[config.mk]
export PLATFORM = sky130hd
export DESIGN_NAME = multi_center_of_mass_flat
export DESIGN_NICKNAME = d
export VERILOG_FILES = /design/src/rtl/multi_center_of_mass_if.sv /design/src/rtl/multi_center_of_mass.sv /design/src/flat_wrapper.sv
export SDC_FILE = /design/constraint.sdc
export NUM_CORES = 1
export LEC_CHECK = 0
export ABC_AREA = 1
export BUFFER_PORTS_ARGS = -buffer_cell sky130_fd_sc_hd__clkbuf_2
export CAP_MARGIN = 20
export CORE_MARGIN = 1.5
export CORE_UTILIZATION = 46
export DETAILED_ROUTE_END_ITERATION = 16
export SLEW_MARGIN = 30
export SYNTH_ARGS = -nofsm -noshare
export SYNTH_HDL_FRONTEND = slang
export SYNTH_SLANG_ARGS = --single-unit
[constraint.sdc]
create_clock -name clk_in -period 2.1 [get_ports clk_in]
set_clock_uncertainty 0.05 [all_clocks]
set_input_delay 0.315 -clock clk_in [delete_from_list [all_inputs] [get_ports clk_in]]
set_output_delay 0.315 -clock clk_in [all_outputs]
set_load 0.03 [all_outputs]
[src/rtl/multi_center_of_mass_if.sv]
// ---------------------------------------------------------------------------
// multi_center_of_mass_if
// Pixel stream, end-of-frame strobe and centroid result bus for the
// multi-channel centre-of-mass engine.
//   master : pixel source / result consumer
//            drives x_in, y_in, valid_in, ch_mask_in, tabulate_in
//   slave  : centroid engine
//            drives x_out, y_out, area_out, found_out, valid_out,
//            busy_out, drop_out
// Per-channel results are packed with channel c at [c*W +: W].
// ---------------------------------------------------------------------------
interface multi_center_of_mass_if #(
   parameter int H_WIDTH = 11,
   parameter int V_WIDTH = 10,
   parameter int NUM_CH  = 2,
   parameter int CNT_W   = 21
);
   logic [H_WIDTH-1:0]        x_in;
   logic [V_WIDTH-1:0]        y_in;
   logic                      valid_in;
   logic [NUM_CH-1:0]         ch_mask_in;
   logic                      tabulate_in;
   logic [NUM_CH*H_WIDTH-1:0] x_out;
   logic [NUM_CH*V_WIDTH-1:0] y_out;
   logic [NUM_CH*CNT_W-1:0]   area_out;
   logic [NUM_CH-1:0]         found_out;
   logic                      valid_out;
   logic                      busy_out;
   logic                      drop_out;

   modport master (
      output x_in, y_in, valid_in, ch_mask_in, tabulate_in,
      input  x_out, y_out, area_out, found_out, valid_out, busy_out, drop_out
   );

   modport slave (
      input  x_in, y_in, valid_in, ch_mask_in, tabulate_in,
      output x_out, y_out, area_out, found_out, valid_out, busy_out, drop_out
   );
endinterface

[src/rtl/multi_center_of_mass.sv]
// ---------------------------------------------------------------------------
// multi_center_of_mass
// Accumulates x/y coordinate sums and pixel counts for NUM_CH independent
// channels. On an accepted end-of-frame strobe the live accumulators are
// frozen into snapshot registers and a shared restoring divider computes
// each channel's centroid (x and y quotients in parallel), one channel after
// another, with a fixed latency regardless of the data.
// Ports:
//   clk_in   - clock, all logic on the rising edge
//   rst_n_in - asynchronous active-low reset
//   bus      - slave side of multi_center_of_mass_if (pixels in, results out)
// ---------------------------------------------------------------------------
module multi_center_of_mass #(
   parameter int H_WIDTH  = 11,
   parameter int V_WIDTH  = 10,
   parameter int NUM_CH   = 2,
   parameter int CNT_W    = 21,
   parameter int Y_LIMIT  = 317,
   parameter int MIN_AREA = 16
) (
   input  logic                  clk_in,
   input  logic                  rst_n_in,
   multi_center_of_mass_if.slave bus
);
   localparam int SUM_W = H_WIDTH + CNT_W;
   localparam int IT_W  = $clog2(SUM_W + 1);
   localparam int CH_W  = (NUM_CH > 1) ? $clog2(NUM_CH) : 1;

   localparam logic [1:0] S_IDLE = 2'd0;
   localparam logic [1:0] S_LOAD = 2'd1;
   localparam logic [1:0] S_ITER = 2'd2;
   localparam logic [1:0] S_DONE = 2'd3;

   localparam logic [IT_W-1:0]    ITER_LAST = IT_W'(SUM_W - 1);
   localparam logic [CH_W-1:0]    CH_LAST   = CH_W'(NUM_CH - 1);
   localparam logic [CNT_W-1:0]   CNT_MAX   = '1;
   localparam logic [CNT_W-1:0]   MIN_A     = CNT_W'(MIN_AREA);
   localparam logic [V_WIDTH:0]   Y_LIM     = (V_WIDTH + 1)'(Y_LIMIT);

   // live and snapshot accumulators
   logic [NUM_CH-1:0][SUM_W-1:0] live_x, live_y, snap_x, snap_y, next_x, next_y;
   logic [NUM_CH-1:0][CNT_W-1:0] live_cnt, snap_cnt, next_cnt;
   logic [SUM_W-1:0]             x_ext, y_ext;
   logic                         pix_ok;
   logic                         accept;

   // sequencer and divider
   logic [1:0]                   state;
   logic                         busy;
   logic [CH_W-1:0]              ch;
   logic [IT_W-1:0]              iter;
   logic [CNT_W-1:0]             div_d;
   logic [CNT_W-1:0]             x_rem, y_rem, x_rem_n, y_rem_n;
   logic [SUM_W-1:0]             x_quo, y_quo, x_quo_n, y_quo_n;
   logic [CNT_W:0]               x_sh, y_sh, x_diff, y_diff;
   logic                         x_ge, y_ge;

   // results
   logic [NUM_CH-1:0][H_WIDTH-1:0] res_x, x_hold;
   logic [NUM_CH-1:0][V_WIDTH-1:0] res_y, y_hold;
   logic [NUM_CH-1:0][CNT_W-1:0]   area_hold;
   logic [NUM_CH-1:0]              found_n, found_hold;
   logic                           valid_pulse;
   logic                           drop_pulse;

   assign x_ext  = {{CNT_W{1'b0}}, bus.x_in};
   assign y_ext  = {{(SUM_W - V_WIDTH){1'b0}}, bus.y_in};
   assign pix_ok = bus.valid_in && ({1'b0, bus.y_in} < Y_LIM);
   assign accept = bus.tabulate_in && !busy;

   // Next live accumulator values; a saturated channel ignores the pixel so
   // its sums can never overflow SUM_W.
   always_comb begin
      next_x   = '0;
      next_y   = '0;
      next_cnt = '0;
      for (int c = 0; c < NUM_CH; c++) begin
         if (pix_ok && bus.ch_mask_in[c] && (live_cnt[c] != CNT_MAX)) begin
            next_x[c]   = live_x[c] + x_ext;
            next_y[c]   = live_y[c] + y_ext;
            next_cnt[c] = live_cnt[c] + CNT_W'(1);
         end else begin
            next_x[c]   = live_x[c];
            next_y[c]   = live_y[c];
            next_cnt[c] = live_cnt[c];
         end
      end
   end

   // One restoring-division step for x and y sharing the same divisor.
   always_comb begin
      x_sh    = {x_rem, x_quo[SUM_W-1]};
      y_sh    = {y_rem, y_quo[SUM_W-1]};
      x_diff  = x_sh - {1'b0, div_d};
      y_diff  = y_sh - {1'b0, div_d};
      x_ge    = (x_sh >= {1'b0, div_d});
      y_ge    = (y_sh >= {1'b0, div_d});
      // a remainder is always below the divisor, so CNT_W bits suffice
      x_rem_n = x_ge ? x_diff[CNT_W-1:0] : x_sh[CNT_W-1:0];
      y_rem_n = y_ge ? y_diff[CNT_W-1:0] : y_sh[CNT_W-1:0];
      x_quo_n = {x_quo[SUM_W-2:0], x_ge};
      y_quo_n = {y_quo[SUM_W-2:0], y_ge};
   end

   // Found flag per channel from the frozen pixel count.
   always_comb begin
      found_n = '0;
      for (int c = 0; c < NUM_CH; c++) begin
         found_n[c] = (snap_cnt[c] >= MIN_A) && (snap_cnt[c] != '0);
      end
   end

   // Live accumulation runs every cycle; an accepted strobe freezes the
   // frame (including a pixel on the same edge) and restarts from zero.
   always_ff @(posedge clk_in or negedge rst_n_in) begin
      if (!rst_n_in) begin
         live_x   <= '0;
         live_y   <= '0;
         live_cnt <= '0;
         snap_x   <= '0;
         snap_y   <= '0;
         snap_cnt <= '0;
      end else if (accept) begin
         snap_x   <= next_x;
         snap_y   <= next_y;
         snap_cnt <= next_cnt;
         live_x   <= '0;
         live_y   <= '0;
         live_cnt <= '0;
      end else begin
         live_x   <= next_x;
         live_y   <= next_y;
         live_cnt <= next_cnt;
      end
   end

   // Division sequencer: LOAD/ITER per channel, DONE publishes all results.
   always_ff @(posedge clk_in or negedge rst_n_in) begin
      if (!rst_n_in) begin
         state       <= S_IDLE;
         busy        <= 1'b0;
         ch          <= '0;
         iter        <= '0;
         div_d       <= '0;
         x_rem       <= '0;
         y_rem       <= '0;
         x_quo       <= '0;
         y_quo       <= '0;
         res_x       <= '0;
         res_y       <= '0;
         x_hold      <= '0;
         y_hold      <= '0;
         area_hold   <= '0;
         found_hold  <= '0;
         valid_pulse <= 1'b0;
         drop_pulse  <= 1'b0;
      end else begin
         valid_pulse <= 1'b0;
         drop_pulse  <= bus.tabulate_in && busy;
         case (state)
            S_IDLE: begin
               if (accept) begin
                  state <= S_LOAD;
                  busy  <= 1'b1;
                  ch    <= '0;
               end
            end
            S_LOAD: begin
               div_d <= snap_cnt[ch];
               x_quo <= snap_x[ch];
               y_quo <= snap_y[ch];
               x_rem <= '0;
               y_rem <= '0;
               iter  <= '0;
               state <= S_ITER;
            end
            S_ITER: begin
               x_quo <= x_quo_n;
               y_quo <= y_quo_n;
               x_rem <= x_rem_n;
               y_rem <= y_rem_n;
               iter  <= iter + IT_W'(1);
               if (iter == ITER_LAST) begin
                  // empty channel: quotient of a zero divisor is meaningless
                  res_x[ch] <= (div_d == '0) ? '0 : x_quo_n[H_WIDTH-1:0];
                  res_y[ch] <= (div_d == '0) ? '0 : y_quo_n[V_WIDTH-1:0];
                  if (ch == CH_LAST) begin
                     state <= S_DONE;
                  end else begin
                     ch    <= ch + CH_W'(1);
                     state <= S_LOAD;
                  end
               end
            end
            S_DONE: begin
               x_hold      <= res_x;
               y_hold      <= res_y;
               area_hold   <= snap_cnt;
               found_hold  <= found_n;
               valid_pulse <= 1'b1;
               busy        <= 1'b0;
               state       <= S_IDLE;
            end
            default: begin
               state <= S_IDLE;
               busy  <= 1'b0;
            end
         endcase
      end
   end

   assign bus.x_out     = x_hold;
   assign bus.y_out     = y_hold;
   assign bus.area_out  = area_hold;
   assign bus.found_out = found_hold;
   assign bus.valid_out = valid_pulse;
   assign bus.busy_out  = busy;
   assign bus.drop_out  = drop_pulse;
endmodule

[src/flat_wrapper.sv]
// flat-port wrapper written by rule: the top's interface ports become plain ports
module multi_center_of_mass_flat 
#(
   parameter int H_WIDTH  = 11,
   parameter int V_WIDTH  = 10,
   parameter int NUM_CH   = 2,
   parameter int CNT_W    = 21,
   parameter int Y_LIMIT  = 317,
   parameter int MIN_AREA = 16
)
  (clk_in, rst_n_in, bus_x_in, bus_y_in, bus_valid_in, bus_ch_mask_in, bus_tabulate_in, bus_x_out, bus_y_out, bus_area_out, bus_found_out, bus_valid_out, bus_busy_out, bus_drop_out);
  multi_center_of_mass_if #(.H_WIDTH(H_WIDTH), .V_WIDTH(V_WIDTH), .NUM_CH(NUM_CH), .CNT_W(CNT_W)) bus_i ();
  input  logic clk_in;
  input  logic rst_n_in;
  input wire logic [$bits(bus_i.x_in)-1:0] bus_x_in;
  input wire logic [$bits(bus_i.y_in)-1:0] bus_y_in;
  input wire logic [$bits(bus_i.valid_in)-1:0] bus_valid_in;
  input wire logic [$bits(bus_i.ch_mask_in)-1:0] bus_ch_mask_in;
  input wire logic [$bits(bus_i.tabulate_in)-1:0] bus_tabulate_in;
  output wire logic [$bits(bus_i.x_out)-1:0] bus_x_out;
  output wire logic [$bits(bus_i.y_out)-1:0] bus_y_out;
  output wire logic [$bits(bus_i.area_out)-1:0] bus_area_out;
  output wire logic [$bits(bus_i.found_out)-1:0] bus_found_out;
  output wire logic [$bits(bus_i.valid_out)-1:0] bus_valid_out;
  output wire logic [$bits(bus_i.busy_out)-1:0] bus_busy_out;
  output wire logic [$bits(bus_i.drop_out)-1:0] bus_drop_out;
  assign bus_i.x_in = bus_x_in;
  assign bus_i.y_in = bus_y_in;
  assign bus_i.valid_in = bus_valid_in;
  assign bus_i.ch_mask_in = bus_ch_mask_in;
  assign bus_i.tabulate_in = bus_tabulate_in;
  assign bus_x_out = bus_i.x_out;
  assign bus_y_out = bus_i.y_out;
  assign bus_area_out = bus_i.area_out;
  assign bus_found_out = bus_i.found_out;
  assign bus_valid_out = bus_i.valid_out;
  assign bus_busy_out = bus_i.busy_out;
  assign bus_drop_out = bus_i.drop_out;
  multi_center_of_mass #(.H_WIDTH(H_WIDTH), .V_WIDTH(V_WIDTH), .NUM_CH(NUM_CH), .CNT_W(CNT_W), .Y_LIMIT(Y_LIMIT), .MIN_AREA(MIN_AREA)) u_core (.clk_in(clk_in), .rst_n_in(rst_n_in), .bus(bus_i));
endmodule
==> impl_results.md, run 1 <==
* CP peak stage delay at 0.49 ns
* Kind of critical path: reg -> reg
* Max Cap Viol at 0
* Slowest CP cell: dfrtp_2
* Fin worst setup slack at -0.143 ns
* Cells along the critical path: ha_4, fa_2, o21ai_2, nand2_1, nand2_2, nand2_2, nand2_4, nand2_4, nand2_8, buf_12, nand2_1, nand3_1, o21ai_1
* Total clock sinks at 607
* Initial core utilization at 46.8%
* Crit path time final at 2.24 ns
* Asr flop ratio synth at 100%
* Std cell rows at 98
* Final HPWL DP at 78200 um
* Crit path DAT at 2.67 ns
* Max VDD drop at 1300 uV
* Total GRT Usage at 29.0%
* Buf/Inv on CP at 1
* Initial antenna violation count at 5
* Post-route ant nets at 0
* Num CTS Buffers at 70
* Leak at 22.3 nW
* Fmax at 0.446 GHz
* Die Span Y at 273 um
* Failing checks: negative setup slack
* Synth Instances at 4593
* Detailed Route WL at 109000 um
* Ant. Diodes at 0
* CORE AREA at 71900 um^2
* CTS tree: yes
* Reg-to-reg setup timing slack at -0.14 ns
* WHS at 0.160 ns
* Number of global-route vias before repair at 31100
* Syn Std Cell Area at 33600 um^2
* First-pass GRT wire length at 171000 um
* Post-synthesis area per instance at 7.32 um^2
* Filler instances at 6514
* CP endpoint kind: flop
* Worst Tran Pin Value at 0.599 ns
* Cell area power density at 1510 nW/um^2
* Final setup fails at 44
* Number of remaining DRC errors at 0
* CP Launch Type: flop
* Worst Hold Class: in -> async
* Final Net Count at 5266
* First-pass iteration count of the detailed router at 5
* RSZ-0062 raised after global routing: yes
* Clk root buf: clkbuf_16
* CTS Buffer Depth at 3
* Required time of the critical path at 2.52 ns
* Routed wire per std cell at 17.8 um
* Fin. max-slew vios at 0
* Vias at 32300
* DIE AREA at 74700 um^2
* RD Place Congestion at 0.922
* Io pins at 116
* Vias per inst at 5.26
* Main synth FF type: dfrtp_1
* 1st-iter DRT viols at 2372
* TNS Setup at -2.87 ns
* Proportion of layout cells with a drive suffix above 1 at 24.4%
* Final-report hold violation count at 0
* Die width at 273 um
* Port Buffers at 115
* H-tree depth at 3
* Yosys warnings at 0
* Worst-Skew Late Latency at 0.61 ns
* Tot Pwr at 67.1 mW
* Area grow syn2layout at 32.3%
* Seq cells post-synth at 607
* Worst-path clk slew at 0.06 ns
* Seq/Total Area, Yosys at 45.2%
* Congestion Overflow GR at 0
* Syn nets at 4717
* Largest delay share family, worst path: simple AND/OR/NAND/NOR gates
* Run status: finished with violations
* Critical path fanouts, max at 7
* EDFF count, synth at 0
* Synth cell types at 49
* Final period util at 107%
* Slew margin rel. at 59.6%
* Pin count of the biggest net entering global routing at 102
[repair_timing]
item                       CTS  global route
hold buffers                 2             0
pin swaps                   48           148
hold endpoints to repair   203             0
gates resized for setup    240           419
gates cloned                10             4
buffers inserted            27            31
setup endpoints to repair  211           322
[metal layers]
layer / GRT usage [%] / share of wire [%]
met2: 46.3 / 46
met3: 3.43 / 5.2
met4: 11.9 / 4.1
met1: 40.1 / 45
met5: 0 / 0.025
[flip-flops by register name (all words and copies together), names as in the netlist, 22 cells and up]
name	flops
u_core.x_quo	32
u_core.res_x	22
u_core.snap_x	64
u_core.y_quo	32
u_core.live_cnt	42
u_core.bus.x_out	22
u_core.snap_y	64
u_core.snap_cnt	42
u_core.live_x	64
u_core.bus.area_out	42
u_core.live_y	64
[layout by cell type (no fill, tap or decap), types with 13 or more instances in the layout]
cell type | netlist | layout
a21oi_1 | 134 | 103
a21oi_2 | 1 | 27
and2_1 | 23 | 22
buf_12 | 0 | 49
buf_4 | 8 | 446
buf_6 | 17 | 26
clkbuf_16 | 0 | 76
clkbuf_2 | 0 | 114
clkbuf_8 | 0 | 14
clkinv_2 | 0 | 13
dfrtp_1 | 607 | 603
ha_1 | 91 | 27
ha_4 | 0 | 60
inv_1 | 434 | 402
inv_2 | 3 | 31
nand2_1 | 1729 | 1570
nand2_2 | 6 | 138
nand2_4 | 2 | 24
nand3_1 | 239 | 183
nand3_2 | 3 | 47
nand3b_1 | 30 | 30
nand4_1 | 74 | 74
nor2_1 | 381 | 334
nor2_2 | 2 | 28
nor2_4 | 2 | 23
nor3_1 | 54 | 46
o211ai_1 | 52 | 52
o21ai_0 | 301 | 225
o21ai_1 | 60 | 103
o21ai_2 | 8 | 36
o22ai_1 | 21 | 21
xnor2_1 | 39 | 33
xor2_1 | 44 | 37
[worst register-to-register path, cell delays in order, from the launching register on]
cell and delay, ns:
dfrtp_2 0.49, ha_4 0.20, fa_2 0.36, o21ai_2 0.16, nand2_1 0.08, nand2_2 0.08, nand2_2 0.08, nand2_4 0.08
nand2_4 0.08, nand2_8 0.12, buf_12 0.14, nand2_1 0.05, nand3_1 0.06, o21ai_1 0.08
[cell usage after synthesis, types with 54 or more instances]
cell | n | area (um^2)
nand2_1 | 1729 | 6490
dfrtp_1 | 607 | 15200
inv_1 | 434 | 1630
nor2_1 | 381 | 1430
o21ai_0 | 301 | 1510
nand3_1 | 239 | 1200
a21oi_1 | 134 | 671
clkbuf_1 | 116 | 435
ha_1 | 91 | 1140
nand4_1 | 74 | 463
o21ai_1 | 60 | 300
nor3_1 | 54 | 270
[area by class of cell]
type                       instances  area (um^2)  area share [%]
multi-input combinational       3373        18400            41.4
tap                              950         1190            2.67
timing repair buffer             652         5560            12.5
sequential                       607        15200            34.2
inverter                         438         1660            3.73
clock buffer                      91         2010            4.53
clock inverter                    32          474            1.07
[per-stage QoR]
| stage | worst slack [ns] | instances | cell area [um^2] | util, % |
|---|---|---|---|---|
| after detailed placement | -0.264 | 5949 | 38600 | 53.8 |
| after global placement | -0.245 | 5949 | 38600 | 53.8 |
| final | -0.143 | 6143 | 44500 | 61.9 |
| after CTS | -0.0989 | 6111 | 42600 | 59.2 |
| after global routing | -0.212 | 6143 | 44500 | 61.9 |
| after floorplan | 0.00304 | 4593 | 33600 | - |
[path summary, 6_finish.rpt]
| kind | startpoint | to | cells past startpoint |
|---|---|---|---|
| max | u_core.div_d[0] | u_core.x_rem[3] | 13 |
| min | rst_n_in | u_core.div_d[20] | 2 |
| max reg2reg | u_core.div_d[0] | u_core.x_rem[3] | 13 |
| min reg2reg | u_core.bus.y_out[16] | u_core.bus.y_out[16] | 2 |
| max in group asynchronous | rst_n_in | u_core.live_x[12] | 3 |
| min in group clk_in | bus_y_in[0] | u_core.live_y[0] | 5 |
[cells by family (layout without fill, tap and decap cells)]
family	after synthesis	after routing	share of synthesized area, %
and+or+nand+nor	2582	2582	31.5
buffers and inverters	613	1213	7.41
AOI/OAI and AO/OA	611	611	9.96
DFF	607	607	45.2
adders and majority gates	97	97	3.74
xor gates and xnor gates	83	83	2.16
[power by group]
part / total, mW / switching, mW / internal [mW]
clock network: 13.3 / 5.17 / 8.13
logic: 37.2 / 21.0 / 16.2
registers: 16.5 / 2.33 / 14.2
No activity file was read; power rests on OpenSTA's default activity.
==> inputs of run 2 (changes only) <==
--- a/config.mk
+++ b/config.mk
@@ -7,7 +7,7 @@
 export LEC_CHECK = 0
 export ABC_AREA = 1
 export BUFFER_PORTS_ARGS = -buffer_cell sky130_fd_sc_hd__clkbuf_2
-export CAP_MARGIN = 20
+export CAP_MARGIN = 40
 export CORE_MARGIN = 1.5
 export CORE_UTILIZATION = 46
 export DETAILED_ROUTE_END_ITERATION = 16
==> constraint.sdc (replaced) <==
create_clock -name clk_in -period 2.1 [get_ports clk_in]
set_clock_uncertainty 0.05 [all_clocks]
set_input_delay 0.21 -clock clk_in [delete_from_list [all_inputs] [get_ports clk_in]]
set_output_delay 0.21 -clock clk_in [all_outputs]
set_load 0.03 [all_outputs]
==> run 2 against run 1 <==
  * The run still ends with negative setup slack left
  * Register-to-register slack got worse by 0.03 ns
  * Global-route usage fell by 0.69 points
  * Power rose by 0.56%
  * Cell area fell by 0.68%
  * Die area did not move
  * Worst hold slack improved by 0.0028 ns
  * First-iteration DRC count rose by 6.0%
  * Sequential power barely moved
  * Critical endpoint unchanged
==> impl_results.md, run 2 (same netlist as run 1, synthesis figures left out) <==
* First-pass GRT wire length at 168000 um (was 171000 um)
* Fmax at 0.441 GHz (was 0.446 GHz)
* Final period util at 108% (was 107%)
* Crit path DAT at 2.72 ns (was 2.67 ns)
* Post-route ant nets at 0 (unchanged)
* CORE AREA at 71900 um^2 (unchanged)
* Io pins at 116 (unchanged)
* Fin worst setup slack at -0.168 ns (was -0.143 ns)
* Fin. max-slew vios at 0 (unchanged)
* Commonest non-fill, non-tap cells in the layout: nand2_1, dfrtp_1, buf_4 (unchanged)
* Pin count of the biggest net entering global routing at 145 (was 102)
* Required time of the critical path at 2.56 ns (was 2.52 ns)
* Final core utilization at 61.5% (was 61.9%)
* Final HPWL DP at 77400 um (was 78200 um)
* WHS at 0.162 ns (was 0.160 ns)
* Vias per inst at 5.27 (was 5.26)
* Initial core utilization at 46.8% (unchanged)
* Worst-Skew Late Latency at 0.62 ns (was 0.61 ns)
* Die width at 273 um (unchanged)
* Worst Hold Class: in -> async (unchanged)
* Cell area power density at 1530 nW/um^2 (was 1510 nW/um^2)
* Ant. Diodes at 0 (unchanged)
* CTS tree: yes (unchanged)
* CP Launch Type: flop (unchanged)
* Number of global-route vias before repair at 30500 (was 31100)
* Final setup fails at 49 (was 44)
* Die Span Y at 273 um (unchanged)
* RSZ-0062 raised after global routing: yes (unchanged)
* Std cell rows at 98 (unchanged)
* RD Place Congestion at 0.952 (was 0.922)
* Congestion Overflow GR at 0 (unchanged)
* Number of remaining DRC errors at 0 (unchanged)
* CTS Buffer Depth at 3 (unchanged)
* Final-report hold violation count at 0 (unchanged)
* Vias at 32200 (was 32300)
* H-tree depth at 3 (unchanged)
* Worst Setup SP: u_core.div_d[0] (unchanged)
* Commonest non-fill, non-tap cell in the layout: nand2_1 (unchanged)
* TNS Setup at -5.03 ns (was -2.87 ns)
* Clk root buf: clkbuf_16 (unchanged)
* Crit path time final at 2.27 ns (was 2.24 ns)
* Run status: finished with violations (unchanged)
* Area grow syn2layout at 31.4% (was 32.3%)
* Leak at 22.2 nW (was 22.3 nW)
* Proportion of layout cells with a drive suffix above 1 at 23.8% (was 24.4%)
* Total GRT Usage at 28.3% (was 29.0%)
* Slew margin rel. at 54.0% (was 59.6%)
* Final Net Count at 5234 (was 5266)
* DIE AREA at 74700 um^2 (unchanged)
* First-pass iteration count of the detailed router at 6 (was 5)
* Total clock sinks at 607 (unchanged)
* Worst-path clk slew at 0.06 ns (about the same)
* Detailed Route WL at 109000 um (about the same)
* Failing checks: negative setup slack (unchanged)
* Num CTS Buffers at 71 (was 70)
* Port Buffers at 115 (unchanged)
* Critical path fanouts, max at 6 (was 7)
* Kind of critical path: reg -> reg (unchanged)
* 1st-iter DRT viols at 2514 (was 2372)
* CP endpoint kind: flop (unchanged)
* Reg2Reg Launch Point: u_core.div_d[0] (unchanged)
* Max VDD drop at 1350 uV (was 1300 uV)
* Routed wire per std cell at 17.8 um (about the same)
* Initial antenna violation count at 2 (was 5)
* Max Cap Viol at 0 (unchanged)
* Worst Tran Pin Value at 0.691 ns (was 0.599 ns)
run 2: changes by cell type in the layout (fill, tap and decap cells not counted), sizes merged:
cell	before	now
clkinv	15	19
clkbuf	209	220
bufinv	11	10
buf	532	495
inv	439	436
clkinvlp	5	3
run 2: layout make-up:
type / count / area, um^2
fillers: 6501 / 27700
multi-input cells: 3373 / 18300
flip-flops and latches: 607 / 15200
repair buffers: 619 / 5270
clock buffers: 98 / 2060
inverters: 438 / 1660
well taps: 950 / 1190
clock inverters: 30 / 474
run 2: worst paths after layout:
| check | to | slack (ns) | depth (start not counted) |
|---|---|---|---|
| max in group asynchronous | u_core.live_x[38] | 1.21 | 4 |
| min in group clk_in | u_core.live_y[0] | 0.17 | 5 |
| max reg2reg | u_core.x_rem[3] | -0.17 | 13 |
| max | u_core.x_rem[3] | -0.17 | 13 |
| min reg2reg | u_core.bus.y_out[7] | 0.42 | 2 |
| min | u_core.div_d[8] | 0.16 | 3 |
run 2: critical path, stage by stage, from the launching register on:
cell	delay, ns
dfrtp_2	0.49
ha_4	0.19
fa_2	0.35
o21ai_2	0.16
nand2_1	0.08
nand2_2	0.08
nand2_2	0.06
nand2_2	0.10
nand2_4	0.09
nand2_8	0.14
clkbuf_16	0.19
nand2_2	0.05
nand3_2	0.05
o21ai_1	0.07
run 2: per-stage QoR:
step                setup slack, ns  total power [mW]  instance area [um^2]  cells
finish                       -0.168              67.4                 44200   6115
global route                 -0.290              71.7                 44200   6115
CTS                          -0.132              61.6                 41700   6072
detailed placement           -0.264              46.6                 38400   5922
global placement             -0.208              46.4                 38400   5922
floorplan                   0.00304              33.6                 33600   4593
run 2: metal layers:
metal / routed length [um] / track usage (%) / vias to the layer above
met5: 17 / 0 / -
met4: 3230 / 8.20 / 2
met1: 49000 / 39.5 / 15500
met3: 5250 / 2.84 / 163
li1: - / - / 15800
met2: 51500 / 46.7 / 823
run 2: timing repair:
action	4_1_cts	5_1_grt
gates resized for setup	146	502
cloned	5	7
hold endpoints to repair	488	0
setup endpoints to repair	255	299
hold buffers	3	0
setup buffers	14	39
pin swaps	28	146
run 2: report_power, final:
| part | leakage (nW) | switching, mW | internal [mW] | total (mW) |
|---|---|---|---|---|
| registers | 8.23 | 2.29 | 14.2 | 16.5 |
| logic | 12.7 | 21.4 | 16.2 | 37.6 |
| clock network | 1.24 | 5.20 | 8.14 | 13.3 |
| total | 22.2 | 28.9 | 38.5 | 67.4 |
